### config.mk
export PLATFORM = sky130hd
export DESIGN_NAME = bcd_to_binary_seq_flat
export DESIGN_NICKNAME = d
export VERILOG_FILES = /design/src/rtl/bcd_to_binary_seq_if.sv /design/src/rtl/bcd_to_binary_seq.sv /design/src/flat_wrapper.sv
export SDC_FILE = /design/constraint.sdc
export NUM_CORES = 1
export LEC_CHECK = 0
export ABC_AREA = 1
export BUFFER_PORTS_ARGS = -buffer_cell sky130_fd_sc_hd__buf_4
export CORE_ASPECT_RATIO = 1.75
export CORE_MARGIN = 1
export CORE_UTILIZATION = 57
export DETAILED_ROUTE_END_ITERATION = 8
export GPL_TIMING_DRIVEN = 1
export PLACE_DENSITY = 0.82
export SYNTH_ARGS = -nofsm -noshare
export SYNTH_HDL_FRONTEND = slang
export SYNTH_SLANG_ARGS = --single-unit
### constraint.sdc
create_clock -name clk -period 3.5 [get_ports clk]
set_input_delay 0.175 -clock clk [delete_from_list [all_inputs] [get_ports clk]]
set_output_delay 0.175 -clock clk [all_outputs]
set_load 0.01 [all_outputs]
### src/rtl/bcd_to_binary_seq_if.sv
// Request/result handshake bundle for the BCD-to-binary converter.
// master: requester/consumer side; slave: the converter.
interface bcd_to_binary_seq_if #(
  parameter int unsigned BIT = 9
) ();

  logic           in_valid;
  logic           in_ready;
  logic [3:0]     hundreds;
  logic [3:0]     tens;
  logic [3:0]     ones;
  logic           out_valid;
  logic           out_ready;
  logic [BIT-1:0] number;
  logic           err;

  modport master (
    output in_valid, hundreds, tens, ones, out_ready,
    input  in_ready, out_valid, number, err
  );

  modport slave (
    input  in_valid, hundreds, tens, ones, out_ready,
    output in_ready, out_valid, number, err
  );

endinterface

### src/rtl/bcd_to_binary_seq.sv
// Iterative 3-digit BCD-to-binary converter. One digit per cycle, valid/ready
// on both sides. Invalid digits give err=1/number=0; results above 2^BIT-1
// saturate to all ones with err=1.
module bcd_to_binary_seq #(
  parameter int unsigned BIT = 9
) (
  input logic                clk,
  input logic                reset,
  bcd_to_binary_seq_if.slave bus
);

  localparam int unsigned MaxVal = (1 << BIT) - 1;

  typedef enum logic [1:0] {StIdle, StConv, StDone} state_e;

  state_e         state_q, state_d;
  logic [3:0]     hun_q, hun_d;
  logic [3:0]     ten_q, ten_d;
  logic [3:0]     one_q, one_d;
  logic [9:0]     acc_q, acc_d;
  logic [1:0]     step_q, step_d;
  logic           bad_q, bad_d;
  logic [BIT-1:0] number_q, number_d;
  logic           err_q, err_d;

  logic [3:0]     digit;
  logic [9:0]     acc_step;

  // Digit consumed by the current CONV step: hundreds, tens, then ones.
  always_comb begin
    digit = 4'd0;
    case (step_q)
      2'd0:    digit = hun_q;
      2'd1:    digit = ten_q;
      2'd2:    digit = one_q;
      default: digit = 4'd0;
    endcase
  end

  // acc*10 + digit; max 999 so 10 bits never wrap.
  assign acc_step = (acc_q << 3) + (acc_q << 1) + {6'd0, digit};

  // Next-state and datapath update.
  always_comb begin
    state_d  = state_q;
    hun_d    = hun_q;
    ten_d    = ten_q;
    one_d    = one_q;
    acc_d    = acc_q;
    step_d   = step_q;
    bad_d    = bad_q;
    number_d = number_q;
    err_d    = err_q;
    unique case (state_q)
      StIdle: begin
        if (bus.in_valid) begin
          hun_d   = bus.hundreds;
          ten_d   = bus.tens;
          one_d   = bus.ones;
          acc_d   = 10'd0;
          step_d  = 2'd0;
          // Flag is captured now; the steps still run so latency is fixed.
          bad_d   = (bus.hundreds > 4'd9) || (bus.tens > 4'd9) || (bus.ones > 4'd9);
          state_d = StConv;
        end
      end
      StConv: begin
        acc_d  = acc_step;
        step_d = step_q + 2'd1;
        if (step_q == 2'd2) begin
          state_d = StDone;
          if (bad_q) begin
            number_d = '0;
            err_d    = 1'b1;
          end else if (32'(acc_step) > MaxVal) begin
            number_d = {BIT{1'b1}};
            err_d    = 1'b1;
          end else begin
            number_d = BIT'(acc_step);
            err_d    = 1'b0;
          end
        end
      end
      StDone: begin
        if (bus.out_ready) begin
          state_d = StIdle;
        end
      end
      default: state_d = StIdle;
    endcase
  end

  // State register with synchronous reset; an in-flight request is dropped.
  always_ff @(posedge clk) begin
    if (reset) begin
      state_q  <= StIdle;
      hun_q    <= 4'd0;
      ten_q    <= 4'd0;
      one_q    <= 4'd0;
      acc_q    <= 10'd0;
      step_q   <= 2'd0;
      bad_q    <= 1'b0;
      number_q <= '0;
      err_q    <= 1'b0;
    end else begin
      state_q  <= state_d;
      hun_q    <= hun_d;
      ten_q    <= ten_d;
      one_q    <= one_d;
      acc_q    <= acc_d;
      step_q   <= step_d;
      bad_q    <= bad_d;
      number_q <= number_d;
      err_q    <= err_d;
    end
  end

  assign bus.in_ready  = (state_q == StIdle);
  assign bus.out_valid = (state_q == StDone);
  assign bus.number    = number_q;
  assign bus.err       = err_q;

endmodule
### src/flat_wrapper.sv
// flat-port wrapper written by rule: the top's interface ports become plain ports
module bcd_to_binary_seq_flat 
#(
  parameter int unsigned BIT = 9
)
  (clk, reset, bus_in_valid, bus_hundreds, bus_tens, bus_ones, bus_out_ready, bus_in_ready, bus_out_valid, bus_number, bus_err);
  bcd_to_binary_seq_if #(.BIT(BIT)) bus_i ();
  input logic clk;
  input logic reset;
  input wire logic [$bits(bus_i.in_valid)-1:0] bus_in_valid;
  input wire logic [$bits(bus_i.hundreds)-1:0] bus_hundreds;
  input wire logic [$bits(bus_i.tens)-1:0] bus_tens;
  input wire logic [$bits(bus_i.ones)-1:0] bus_ones;
  input wire logic [$bits(bus_i.out_ready)-1:0] bus_out_ready;
  output wire logic [$bits(bus_i.in_ready)-1:0] bus_in_ready;
  output wire logic [$bits(bus_i.out_valid)-1:0] bus_out_valid;
  output wire logic [$bits(bus_i.number)-1:0] bus_number;
  output wire logic [$bits(bus_i.err)-1:0] bus_err;
  assign bus_i.in_valid = bus_in_valid;
  assign bus_i.hundreds = bus_hundreds;
  assign bus_i.tens = bus_tens;
  assign bus_i.ones = bus_ones;
  assign bus_i.out_ready = bus_out_ready;
  assign bus_in_ready = bus_i.in_ready;
  assign bus_out_valid = bus_i.out_valid;
  assign bus_number = bus_i.number;
  assign bus_err = bus_i.err;
  bcd_to_binary_seq #(.BIT(BIT)) u_core (.clk(clk), .reset(reset), .bus(bus_i));
endmodule
==> flow_summary.toml <==
[placed_design]
dpl.hpwl_um = 3424
port_buffers = 27
place_congestion = 0.8867
dpl-instance-area_mm2 = 0.002247
pre_cts_ws_ns = 0.8084

[critical_path]
crit_start = "u_core.step_q[0]$_SDFFE_PP0P_"
reg2regPathDepth = 17
r2r_start = "u_core.step_q[0]$_SDFFE_PP0P_"
rr_endpoint = "u_core.bus.number[8]$_SDFFE_PP0P_"
crit_required_ns = 3.73
r2r_setup_slack_ns = 0.75
cp-start-kind = "flop"
critPathMaxFanout = 5
endpoint_kind = "flop"
criticalPathCategory = "flop to flop"
arrival_ns = 2.98
critical_path.endpoint = "u_core.bus.number[8]$_SDFFE_PP0P_"

[synth]
synth_area_leaders = "dfxtp_1 36%, nand2_1 16%, ha_1 11%, nor2_1 5.6%, inv_1 4.8%"
avgSynthCellArea_um2 = 7.251
ys_seq_area_frac = 0.3575
synth_top_area_share = 0.3575
synth_nets = 314
yosysUniqueCellTypes = 25
synthAdderAreaFrac = 0.1316
synth-seq-cells = 36
synth.area.mux_share = 0
synth-simple-area-share = 0.2980
syn_inst = 278
synth_xor_area_frac = 0.01304
synth_top_family_by_area = "simple AND/OR/NAND/NOR gates"
syn-cell-area_mm2 = 0.002016
ys_warn_count = 0
yosys.area.top_type = "dfxtp_1"
synth_compound_area_frac = 0.1285

[clocking]
numCtsBuffers = 5
cts.sinks = 36
cts.repair.resized = 0
clk_latency_ns = 0.29
root_buffer = "clkbuf_8"
postCtsHoldBufs = 0
cts_setup_buffers = 0
clockBufferDepth = 2
path_clk_slew_ns = 0.07
cts_tree = "done"
cts-htree-levels = 2

[routing]
detail_route.vias_per_cell = 5.170
antenna_left = 0
wl_per_cell_um = 12.61
via_count = 1820
first_iter_violations = 55
dr.pass1.iters = 4
drt_wl_total_um = 4439
drc = 0

[pwr]
power_density_mw_per_mm2 = 382.4
ir_drop_uv = 466.3
leakage_nw = 1.146
power_mw = 0.8952

[grt]
grt_first_pass_wirelength_um = 7155
grt.total_usage = 0.2692
grt_max_degree = 24
overflow = 0
grt_pass1_vias = 1733
antenna_found_initial = 0

[timing]
fin_ws_ns = 0.7456
finalCritPeriodShare = 0.7870
hold_viol_final = 0
fmax_mhz = 363.1
rsz0062_at_grt = "no"
worst_pin_slew_ns = 0.5345
tns_ns = 0
setup_viol = 0
hold_slack_ns = 0.1314
slew_viol_final = 0
finalCriticalPeriod_ns = 2.754
slew_headroom = 0.6433
skew_ns = 0.008028

[min_path]
min_path_cells = 3
hold_class = "input pin to flop"

[floorplan]
start_util = 0.5993
die_area_mm2 = 0.003787
io_pins = 28
fp.dieH_um = 80.67
fp.coreArea_mm2 = 0.003363
row_count = 28
die_w_um = 46.95

[layout]
drive_above_1_share = 0.1889
nNetsFinal = 342
stdcell_area_mm2 = 0.002341
mostFrequentLayoutCells = "85 x nand2_1, 36 x dfxtp_1, 30 x nor2_1"
area_growth_pct = 16.14
antenna_cells = 0
final_common_cell = "nand2_1"

[outcome]
status = "finished, final reports clean"

[run]
drv_cap = 0
[critical path: stages, from the launching register on]
cell and delay, ns:
dfxtp_1 0.35, inv_1 0.13, ha_1 0.28, nand2_1 0.12, nand3_1 0.09, nand2_1 0.06, fa_1 0.47, inv_1 0.07
fa_1 0.45, nand2_1 0.09, nand2_1 0.07, nand3b_1 0.10, nand2_1 0.05, nand2_1 0.08, nand2_1 0.05, nand2_1 0.06
nand2_1 0.06, a21oi_2 0.11
[cell families after synthesis]
| family | after synthesis |
|---|---|
| XOR/XNOR | 3 |
| buffers and inverters | 36 |
| AO/OA/AOI/OAI | 43 |
| adder cells (fa/ha/maj) | 20 |
| AND/OR/NAND/NOR | 140 |
| flip-flops | 36 |
[registers in the layout, indices dropped and copies added (netlist names)]
name and flops:
u_core.acc_q 9, u_core.bus.number 9, u_core.hun_q 4, u_core.one_q 4
u_core.ten_q 4, u_core.state_q 2, u_core.step_q 2, u_core.bad_q 1
u_core.bus.err 1
[metal layers]
layer	track usage	wire length, µm	vias to the layer above
met4	0.1486	194	0
met1	0.2396	1556	829
li1	-	-	937
met2	0.5139	2572	39
met5	0	0	-
met3	0.04944	116	15
[synthesized netlist by cell type (all sizes together)]
master  number
ha          18
a41oi        1
nand2       89
nor2        33
fa           2
inv         29
a21oi       24
o21ai       17
buf          3
xor2         3
nand3b       3
or2          4
clkbuf       4
dfxtp       36
nand3       11
a211oi       1
[area by class of cell]
class | instances | area [µm²]
Timing Repair Buffer | 28 | 210.2
Sequential cell | 36 | 720.7
Clock buffer | 7 | 86.33
Inverter | 29 | 108.9
Tap cell | 45 | 56.30
Fill cell | 321 | 1022
Multi-Input combinational cell | 206 | 1151
Clock inverter | 1 | 7.507
[how the worst min path moves through the flow]
| stage | startpoint | slack (ns) | endpoint |
|---|---|---|---|
| 2_1_floorplan | reset | 0.24 | u_core.bus.number[8]$_SDFFE_PP0P_ |
| 3_3_place_gp | bus_hundreds[0] | 0.43 | u_core.hun_q[0]$_SDFFE_PP0P_ |
| 3_5_place_dp | bus_hundreds[0] | 0.43 | u_core.hun_q[0]$_SDFFE_PP0P_ |
| 4_1_cts | bus_hundreds[0] | 0.13 | u_core.hun_q[0]$_SDFFE_PP0P_ |
| 5_1_grt | bus_hundreds[0] | 0.14 | u_core.hun_q[0]$_SDFFE_PP0P_ |
| 6_report | bus_hundreds[0] | 0.13 | u_core.hun_q[0]$_SDFFE_PP0P_ |
[report_power, final]
group | total (mW) | switching, mW | internal (mW)
combinational | 0.146 | 0.0887 | 0.0571
clock | 0.305 | 0.145 | 0.160
sequential | 0.444 | 0.0144 | 0.430
total | 0.895 | 0.249 | 0.647
[stage by stage]
| step | util | instances |
|---|---|---|
| 2_1_floorplan | - | 278 |
| 3_3_place_gp | 0.6682 | 344 |
| 3_5_place_dp | 0.6682 | 344 |
| 4_1_cts | 0.6961 | 352 |
| 5_1_grt | 0.6961 | 352 |
| 6_report | 0.6961 | 352 |
No activity file was read; power rests on OpenSTA's default activity.
